==> config.mk <==
export PLATFORM = sky130hd
export DESIGN_NAME = write_word_flat
export DESIGN_NICKNAME = d
export VERILOG_FILES = /design/src/rtl/write_word_if.sv /design/src/rtl/write_word.sv /design/src/flat_wrapper.sv
export SDC_FILE = /design/constraint.sdc
export NUM_CORES = 1
export LEC_CHECK = 0
export BUFFER_PORTS_ARGS = -buffer_cell sky130_fd_sc_hd__buf_2
export CORE_MARGIN = 8
export CORE_UTILIZATION = 55
export DETAILED_ROUTE_END_ITERATION = 7
export PLACE_DENSITY = 0.81
export SYNTH_ARGS = -nofsm -noshare
export SYNTH_HDL_FRONTEND = slang
export SYNTH_SLANG_ARGS = --single-unit
==> constraint.sdc <==
create_clock -name clk -period 2.93 [get_ports clk]
set_input_delay 0.1465 -clock clk [delete_from_list [all_inputs] [get_ports clk]]
set_output_delay 0.1465 -clock clk [all_outputs]
set_load 0.05 [all_outputs]
==> src/rtl/write_word_if.sv <==
// IPIF master-write channel between the tape-capture writer and the DDR bus bridge.
interface write_word_if;
    logic [31:0] ip2bus_mst_addr;
    logic [11:0] ip2bus_mst_length;
    logic [31:0] ip2bus_mstwr_d;
    logic [4:0]  ip2bus_inputs;
    logic [5:0]  ip2bus_otputs;

    modport master (
        output ip2bus_mst_addr,
        output ip2bus_mst_length,
        output ip2bus_mstwr_d,
        output ip2bus_inputs,
        input  ip2bus_otputs
    );

    modport slave (
        input  ip2bus_mst_addr,
        input  ip2bus_mst_length,
        input  ip2bus_mstwr_d,
        input  ip2bus_inputs,
        output ip2bus_otputs
    );
endinterface

==> src/rtl/write_word.sv <==
// Tape-capture writer: buffers 32-bit words and stores each one to consecutive DDR words
// through single-beat IPIF master writes.
module write_word #(
    parameter logic [31:0] BASE_ADDR  = 32'h0020_0000,
    parameter int unsigned FIFO_DEPTH = 4
) (
    input  logic         clk,
    input  logic         reset,
    input  logic         restart,
    input  logic [31:0]  data_in,
    input  logic         write,
    output logic         full,
    output logic         empty,
    output logic         overflow,
    output logic         error,
    output logic         busy,
    output logic [12:0]  words_written,
    write_word_if.master bus
);
    localparam int unsigned AW = $clog2(FIFO_DEPTH);
    localparam int unsigned CW = AW + 1;
    localparam logic [CW-1:0] DEPTH_C = CW'(FIFO_DEPTH);

    localparam logic [2:0] S_IDLE       = 3'd0;
    localparam logic [2:0] S_INIT_CMD   = 3'd1;
    localparam logic [2:0] S_START      = 3'd2;
    localparam logic [2:0] S_ACT        = 3'd3;
    localparam logic [2:0] S_WAIT_CMPLT = 3'd4;

    logic [2:0]    r_state, w_state_d;
    logic [31:0]   r_mem [FIFO_DEPTH];
    logic [AW-1:0] r_wptr, r_rptr;
    logic [CW-1:0] r_count, w_count_d;
    logic          r_full, r_empty, r_pending, r_overflow, r_error;
    logic [31:0]   r_addr;
    logic [11:0]   r_len;
    logic [12:0]   r_ww;
    logic          w_push, w_pop, w_apply, w_pending_d, w_bus_err, w_done;
    logic [31:0]   w_head;
    logic [4:0]    w_inputs;
    logic          w_unused;

    assign w_push      = write & ~r_full;
    assign w_pop       = (r_state == S_ACT) & ~bus.ip2bus_otputs[4];
    assign w_apply     = (r_state == S_IDLE) & r_pending;
    assign w_done      = (r_state == S_WAIT_CMPLT) & bus.ip2bus_otputs[1];
    assign w_bus_err   = bus.ip2bus_otputs[2] &
                         ((r_state == S_START) | (r_state == S_ACT) | (r_state == S_WAIT_CMPLT));
    // A new restart pulse wins over the clear so a back-to-back restart is never lost.
    assign w_pending_d = restart | (r_pending & ~w_apply);
    assign w_count_d   = w_apply ? '0 : (r_count + CW'(w_push) - CW'(w_pop));
    assign w_unused    = ^{bus.ip2bus_otputs[3], bus.ip2bus_otputs[5]};

    always_comb begin
        w_state_d = r_state;
        case (r_state)
            S_IDLE: begin
                // Same-cycle push starts the command so mstwr_req rises two cycles after write.
                if (!r_pending && !restart && (!r_empty || w_push)) w_state_d = S_INIT_CMD;
            end
            S_INIT_CMD:   w_state_d = S_START;
            S_START:      if (bus.ip2bus_otputs[0]) w_state_d = S_ACT;
            S_ACT:        if (w_pop) w_state_d = S_WAIT_CMPLT;
            S_WAIT_CMPLT: if (w_done) w_state_d = S_IDLE;
            default:      w_state_d = S_IDLE;
        endcase
    end

    always_comb begin
        w_inputs = 5'b11100;
        if (r_state == S_START) w_inputs = 5'b11111;
        if (r_state == S_ACT)   w_inputs = 5'b00000;
    end

    always_ff @(posedge clk) begin
        if (reset) begin
            r_state    <= S_IDLE;
            r_wptr     <= '0;
            r_rptr     <= '0;
            r_count    <= '0;
            r_full     <= 1'b0;
            r_empty    <= 1'b1;
            r_pending  <= 1'b0;
            r_overflow <= 1'b0;
            r_error    <= 1'b0;
            r_addr     <= BASE_ADDR;
            r_len      <= 12'd0;
            r_ww       <= 13'd0;
        end else begin
            r_state   <= w_state_d;
            r_count   <= w_count_d;
            r_full    <= (w_count_d == DEPTH_C) | w_pending_d;
            r_empty   <= (w_count_d == '0);
            r_pending <= w_pending_d;
            if (r_state == S_INIT_CMD) r_len <= 12'd4;
            if (w_apply) begin
                r_wptr     <= '0;
                r_rptr     <= '0;
                r_addr     <= BASE_ADDR;
                r_ww       <= 13'd0;
                r_overflow <= 1'b0;
                r_error    <= 1'b0;
            end else begin
                if (w_push) r_wptr <= r_wptr + 1'b1;
                if (w_pop) r_rptr <= r_rptr + 1'b1;
                if (write && r_full) r_overflow <= 1'b1;
                if (w_bus_err) r_error <= 1'b1;
                if (w_done) begin
                    r_addr <= r_addr + 32'd4;
                    r_ww   <= r_ww + 13'd1;
                end
            end
        end
    end

    always_ff @(posedge clk) begin
        if (w_push) r_mem[r_wptr] <= data_in;
    end

    assign w_head = r_mem[r_rptr];

    assign full          = r_full;
    assign empty         = r_empty;
    assign overflow      = r_overflow;
    assign error         = r_error;
    assign busy          = (r_state != S_IDLE);
    assign words_written = r_ww;

    assign bus.ip2bus_mst_addr   = r_addr;
    assign bus.ip2bus_mst_length = r_len;
    assign bus.ip2bus_mstwr_d    = {w_head[7:0], w_head[15:8], w_head[23:16], w_head[31:24]};
    assign bus.ip2bus_inputs     = w_inputs;
endmodule

==> src/flat_wrapper.sv <==
// flat-port wrapper written by rule: the top's interface ports become plain ports
module write_word_flat 
#(
    parameter logic [31:0] BASE_ADDR  = 32'h0020_0000,
    parameter int unsigned FIFO_DEPTH = 4
)
  (clk, reset, restart, data_in, write, full, empty, overflow, error, busy, words_written, bus_ip2bus_mst_addr, bus_ip2bus_mst_length, bus_ip2bus_mstwr_d, bus_ip2bus_inputs, bus_ip2bus_otputs);
  write_word_if bus_i ();
  input  logic clk;
  input  logic reset;
  input  logic restart;
  input  logic [31:0] data_in;
  input  logic write;
  output logic full;
  output logic empty;
  output logic overflow;
  output logic error;
  output logic busy;
  output logic [12:0] words_written;
  output wire logic [$bits(bus_i.ip2bus_mst_addr)-1:0] bus_ip2bus_mst_addr;
  output wire logic [$bits(bus_i.ip2bus_mst_length)-1:0] bus_ip2bus_mst_length;
  output wire logic [$bits(bus_i.ip2bus_mstwr_d)-1:0] bus_ip2bus_mstwr_d;
  output wire logic [$bits(bus_i.ip2bus_inputs)-1:0] bus_ip2bus_inputs;
  input wire logic [$bits(bus_i.ip2bus_otputs)-1:0] bus_ip2bus_otputs;
  assign bus_ip2bus_mst_addr = bus_i.ip2bus_mst_addr;
  assign bus_ip2bus_mst_length = bus_i.ip2bus_mst_length;
  assign bus_ip2bus_mstwr_d = bus_i.ip2bus_mstwr_d;
  assign bus_ip2bus_inputs = bus_i.ip2bus_inputs;
  assign bus_i.ip2bus_otputs = bus_ip2bus_otputs;
  write_word #(.BASE_ADDR(BASE_ADDR), .FIFO_DEPTH(FIFO_DEPTH)) u_core (.clk(clk), .reset(reset), .restart(restart), .data_in(data_in), .write(write), .full(full), .empty(empty), .overflow(overflow), .error(error), .busy(busy), .words_written(words_written), .bus(bus_i));
endmodule
==> impl_results.md, run 1 <==
* Status: completed
* Tightest Pin Transition at 629 ps
* CP Launch Type: register
* # IOs at 141
* Area contributors post-synth: edfxtp_1 (51%), dfxtp_1 (16%), mux4_2 (9.6%), a21oi_1 (1.9%), nor2_1 (1.9%)
* DR WL/cell at 17.6 um
* Number of flops mapped to enable cells by yosys at 128
* Worst VDD drop at 337 uV
* H-tree levels at 4
* Total Routed Length at 15300 um
* #FFs+latches synth at 189
* Top-count cell post-synth: edfxtp_1
* Yosys cell types at 44
* Global-route wire length before repair at 25000 um
* Hold Path Cell Cnt at 3
* Clock Power Share at 0.385
* Slew headroom at 0.581
* Clk root buf: clkbuf_16
* Switching power total at 1.39 mW
* Vias in the first global route at 5016
* Comb power frac at 0.097
* Seq/Total Area, Yosys at 0.671
* Largest net degree at the start of global routing at 33
* Area leader, netlist: edfxtp_1
* Filler Cell Count at 965
* Worst r2r src: u_core.r_state[2]
* Pre-antenna DRT Iters at 4
* Postcts setup bufs at 0
* Syn Inst Count at a little over 500
* DP HPWL at 9990 um
* Core area at 13700 um2
* P_int at 4.37 mW
* Die outline width at 133 um
* Sw Share at 0.241
* Layout cell share with drive strength beyond 1 at 0.298
* Final GP Congestion at about 0.83
* Placed insts at 800
* Worst EP required at 3280 ps
* TritonCTS Sinks at between 150 and 200
* DIE HEIGHT at 133 um
* Via Count at 4786
* Yosys top cell area share at 0.509
* Input/output buffers at 125
* Pwr dens at 623 nW/um2
* Die area at approximately 18000 um2
* CTS tree: built
* Initial Utilization at 0.552
* Area grow syn2layout at 22.5%
* Skew-Pair Late Insertion Delay at about 420 ps
* Worst R2R End: u_core.bus.ip2bus_mst_addr[20]
* FMAX at 392 MHz
* Tmin final at 2550 ps
* Max Slew Vio Count at 0
* Residual DRC count at 0
* Critical Path Sink Type: register
* Antenna-violating nets left at 0
* Ys flop type: edfxtp_1
* Post-synth ARST share at 0
* Reg-to-reg slack, setup at 380 ps
* Clock skew at 7.71 ps
* Post-layout net count at 726
* Max clock buf depth at 2
* Mean post-synth cell area at 14.6 um2
* Total power at 5.76 mW
* Cell Area, Synth at 7540 um2
* Hold Crit Class: in2reg
* Crit path max fanout at 18
* Reg clk slew, reported paths at about 70 ps
* Initial antenna violation count at 0
* Synth warn at 0
* Row count at 43
* Static Leak at 3.27 nW
* Fin. Hold Viols at 0
* End of the critical path: u_core.bus.ip2bus_mst_addr[20]
* Vias per Instance at 5.51
* CP startpoint: u_core.r_state[2]
* Non-Filler Instances at 869
* Finish-stage setup viols at 0
* Reg power frac at 0.518
* Reg2reg path depth at 4
* TritonCTS Buffers at 17
* Total track usage at 0.178
* Max-Cap Viols at 0
* Tcrit/Tclk final at 0.871
* Worst EP arrival at 2900 ps
* Hold Buf Count CTS at 36
* RSZ-0062 raised after global routing: no
* Initial DRC Count at approximately 240
* Commonest cells post-synth: edfxtp_1 (128), dfxtp_1 (61), nor2_1 (38)
* Fin Setup TNS at 0 ps
* Remaining global-route overflow at 0
* CTS resizes at 0
* Critical path type: reg2reg
-- metrics by stage --
| step | worst slack [ps] | util | instance area (um2) | hold slack (ps) |
|---|---|---|---|---|
| after floorplan | 395 | - | 7590 | 245 |
| after global placement | 503 | 0.608 | 8300 | 356 |
| after detailed placement | 417 | 0.608 | 8300 | 365 |
| after CTS | 392 | 0.676 | 9240 | 12.2 |
| after global routing | 237 | 0.676 | 9240 | 40.8 |
| final | 377 | 0.676 | 9240 | 37.8 |
-- cell type report --
| class | instances | area, um2 | area share |
|---|---|---|---|
| Sequential cell | 189 | 5070 | 0.548 |
| Multi-Input combinational cell | 285 | 2260 | 0.244 |
| Timing Repair Buffer | 171 | 1070 | 0.116 |
| Clock buffer | 18 | 429 | 0.0464 |
| Tap cell | 180 | 225 | 0.0244 |
| Clock inverter | 14 | 145 | 0.0157 |
| Inverter | 11 | 41.3 | 0.00447 |
| Antenna cell | 1 | 2.50 | 0.000271 |
-- critical path, cell delays in order, from the launching register on --
cell and delay [ps]:
dfxtp_1 510, or3b_1 420, or4_1 780, or4_1 600
a21oi_1 160
-- flip-flops by register name, indices dropped and copies added, names as in the netlist, named ones only --
register and count:
u_core.bus.ip2bus_mst_addr 30, u_core.bus.ip2bus_mst_length 1, u_core.empty 1, u_core.error 1, u_core.full 1, u_core.overflow 1, u_core.r_count 3, u_core.r_mem 128
u_core.r_pending 1, u_core.r_rptr 2, u_core.r_state 3, u_core.r_wptr 2, u_core.words_written 13
-- layout by cell type (no fill, tap or decap), drive strengths merged, types with 2 or more instances in the layout --
master / instances
or2: 2
mux2i: 2
xnor2: 13
bufinv: 2
dfxtp: 61
or3: 12
nor2: 38
nor4: 5
inv: 12
edfxtp: 128
nand2: 19
conb: 13
nand4: 13
clkinvlp: 4
ha: 8
a21oi: 29
o31ai: 14
buf: 135
nand3: 14
o21ai: 13
and2: 11
or4: 16
xor2: 7
mux4: 32
clkinv: 7
dlygate4sd3: 36
nor3: 5
and4: 4
clkbuf: 18
-- power groups by stage --
| stage | logic (mW) | registers [mW] | clock network [mW] |
|---|---|---|---|
| after floorplan | 0.377 | 3.05 | 0 |
| after global placement | 0.515 | 3.03 | 0 |
| after detailed placement | 0.525 | 3.04 | 0 |
| after CTS | 0.565 | 2.98 | 2.26 |
| after global routing | 0.598 | 2.99 | 2.36 |
| final | 0.560 | 2.98 | 2.21 |
-- routing by layer --
layer	global-route usage	routed length, um	up-vias	part of all wire
li1	-	-	2261	-
met1	0.207	6380	2365	0.42
met2	0.303	7850	147	0.51
met3	0.0614	958	13	0.062
met4	0.0574	145	0	0.0095
met5	0	0	-	0
-- how the worst min path moves through the flow --
stage                          end  slack (ps)                 start
2_1_floorplan   u_core.r_mem[0][0]         250            data_in[0]
3_3_place_gp   u_core.r_mem[0][11]         360           data_in[11]
3_5_place_dp    u_core.r_mem[1][9]         360            data_in[9]
4_1_cts          u_core.r_state[0]          10  bus_ip2bus_otputs[4]
5_1_grt          u_core.r_state[0]          40  bus_ip2bus_otputs[4]
6_report         u_core.r_state[0]          40  bus_ip2bus_otputs[4]
-- cells by family (layout without fill, tap and decap cells) --
| family | count (synthesis) | after routing | share of synthesized area |
|---|---|---|---|
| flops | 189 | 189 | 0.671 |
| xor+xnor | 20 | 20 | 0.0232 |
| buf+inv | 54 | 214 | 0.0362 |
| fa+ha+maj | 9 | 9 | 0.0159 |
| compound gates | 61 | 61 | 0.0471 |
| simple gates | 148 | 148 | 0.108 |
| other cells | 1 | 14 | 0.000497 |
| mux | 34 | 34 | 0.0982 |
(Power assumes the default switching activity.)
==> run 2, diff against run 1 <==
- SETUP_SLACK_MARGIN: unset -> 0.5
==> impl_results.md, run 2 (synthesis gave the netlist of run 1 again) <==
* Die area at 17700 um2 (unchanged)
* Via Count at 4809 (+0.48%)
* TritonCTS Sinks at 189 (unchanged)
* Hold Path Cell Cnt at 3 (unchanged)
* Die outline width at 133 um (unchanged)
* Sequential standard cell area at 5070 um2 (about the same)
* Tmin final at 2370 ps (-185 ps)
* CP Launch Type: register
* # IOs at 141 (unchanged)
* DIE HEIGHT at 133 um (unchanged)
* Filler Cell Count at 941 (-2.5%)
* DR WL/cell at 18.1 um (+2.4%)
* Commonest non-fill, non-tap cell in the layout: edfxtp_1
* Pwr dens at 636 nW/um2 (+2.1%)
* H-tree levels at 4 (unchanged)
* Core Util, Final at 0.684 (+0.00787)
* Slew headroom at 0.576 (-0.00502)
* Clk root buf: clkbuf_16
* Most frequent cells in the layout: edfxtp_1 (128), buf_2 (125), dfxtp_1 (56), nor2_1 (38), dlygate4sd3_1 (37)
* CP max-delay cell: fa_1
* Static Leak at 3.32 nW (+1.6%)
* Total track usage at 0.180 (+0.00194)
* Hold endpoint: u_core.r_state[0]
* Row count at 43 (unchanged)
* Total Routed Length at 15700 um (+2.7%)
* Antenna fix cells at 0 (-1)
* Worst VDD drop at 341 uV (+1.2%)
* CTS tree: built
* Gr busiest metal: met2
* Reg clk slew, reported paths at 70 ps (about the same)
* Met1 Use GR at 0.218 (+0.0103)
* Post-layout net count at 729 (+0.41%)
* Max reg flops at 128 (unchanged)
* Worst stage delay on the critical path at 450 ps (-330 ps)
* Crit path max-delay family: adder cells
* DP HPWL at 10100 um (+0.65%)
* Pre-antenna DRT Iters at 5 (+1)
* Biggest register: u_core.r_mem
* Reg-to-reg slack, setup at 560 ps (+180 ps)
* Design area at 9350 um2 (+1.2%)
* Area grow syn2layout at 23.9%
* Hold Crit Class: in2reg
* Buf/Inv on CP at 2 (+2)
* Max clock buf depth at 2 (unchanged)
* Placed cell area at 8320 um2 (+0.24%)
* Fin Setup TNS at 0 ps (unchanged)
* Worst setup margin at 562 ps (+185 ps)
* Finish-stage setup viols at 0 (unchanged)
* Status: completed
* Critical path type: reg2reg
* Tightest Pin Transition at 636 ps (+7.53 ps)
* Max Slew Vio Count at 0 (unchanged)
* Met3 Resource Use GR at 0.0606 (-0.000753)
* Tcrit/Tclk final at 0.808 (-0.0630)
* Remaining global-route overflow at 0 (unchanged)
* Initial antenna violation count at 0 (unchanged)
* Total power at 5.94 mW (+3.3%)
* Antenna-violating nets left at 0 (unchanged)
* Worst r2r src: u_core.r_state[0]
* Clock skew at 9.16 ps (+1.45 ps)
* Global-route wire length before repair at 25500 um (+2.1%)
* Min-delay src: bus_ip2bus_otputs[4]
* Crit path max fanout at 13 (-5)
* Core area at 13700 um2 (unchanged)
* Reg2reg path depth at 9 (+5)
* Area of the multi-input gates at 2280 um2 (+0.94%)
* Critical Path Sink Type: register
* Residual DRC count at 0 (unchanged)
* Layout cell share with drive strength beyond 1 at 0.310 (+0.0117)
* Largest net degree at the start of global routing at 35 (+6.1%)
* Worst EP required at 3270 ps (about the same)
* Final GP Congestion at 0.827 (-0.84%)
* RSZ-0062 raised after global routing: yes
* Max-Cap Viols at 0 (unchanged)
* Fin. Hold Viols at 0 (unchanged)
* TritonCTS Buffers at 17 (unchanged)
* Input/output buffers at 125 (unchanged)
* Vias in the first global route at 4929 (-1.7%)
* Worst R2R End: u_core.full
* Vias per Instance at 5.52 (+0.25%)
* Critical path, cell by cell: nor4bb_2, buf_4, ha_1, inv_1, ha_1, fa_1, nor2_1, nor2_1, o32ai_2
* Met2 Use GR at 0.303 (about the same)
* Skew-Pair Late Insertion Delay at 430 ps (about the same)
* Worst EP arrival at 2700 ps (-200 ps)
* Initial Utilization at 0.552 (unchanged)
* Post-Place Worst Slack at 404 ps (-13.4 ps)
* Initial DRC Count at 261 (+7.9%)
* FMAX at 422 MHz (+7.8%)
==> run 2: changes by cell type in the layout (fill, tap and decap cells not counted), moves of 2 or more <==
cell	change
dfxtp_1	-4
or4_1	-2
bufinv_16	+2
dfxtp_2	+4
or4_4	+2
==> run 2: cell type report <==
class | count | share of cell area
clock buffer | 18 | 0.0459
clock inverter | 14 | 0.0205
inverter | 11 | 0.00442
multi-input combinational | 285 | 0.244
sequential | 189 | 0.542
tap | 180 | 0.0241
timing repair buffer | 174 | 0.119
==> run 2: power by group <==
group          switching (mW)  internal [mW]  leakage (nW)
clock network           0.963           1.43         0.296
registers              0.0354           2.95          1.66
logic                   0.402          0.169          1.36
total                    1.40           4.54          3.32
==> run 2: what timing repair did <==
| action | in CTS | in global routing |
|---|---|---|
| hold buffers | 37 | 0 |
| resized for setup | 2 | 4 |
| cloned | 0 | 0 |
| setup buffers | 0 | 2 |
| endpoints found under the setup margin | 9 | 15 |
| hold endpoints to repair | 135 | 0 |
| pin swaps | 0 | 0 |
==> run 2: worst max path at each step <==
stage / startpoint / endpoint / slack, ps / cells past startpoint
6_report: u_core.r_state[0] / u_core.full / 560 / 9
5_1_grt: u_core.r_state[0] / u_core.full / 390 / 9
4_1_cts: u_core.r_state[1] / u_core.full / 430 / 9
3_5_place_dp: u_core.r_state[2] / u_core.bus.ip2bus_mst_addr[16] / 400 / 4
3_3_place_gp: u_core.r_state[2] / u_core.bus.ip2bus_mst_addr[20] / 470 / 4
2_1_floorplan: u_core.bus.ip2bus_mst_addr[5] / u_core.bus.ip2bus_mst_addr[30] / 510 / 5
==> run 2: through the flow <==
| stage | instances | hold WS, ps |
|---|---|---|
| final | 871 | 20.7 |
| after global placement | 800 | 357 |
| after CTS | 869 | 5.59 |
| after detailed placement | 800 | 362 |
| after global routing | 871 | 24.3 |
| after floorplan | 528 | 245 |
==> run 2: per-layer routing <==
layer,vias up,wire length [um]
met5,-,0
met4,0,129
met3,12,940
met2,170,8070
met1,2360,6600
li1,2267,-
==> run 2: worst min-delay path: stages <==
cell	delay, ps
buf_2	120
nand3_1	80
a211oi_1	60
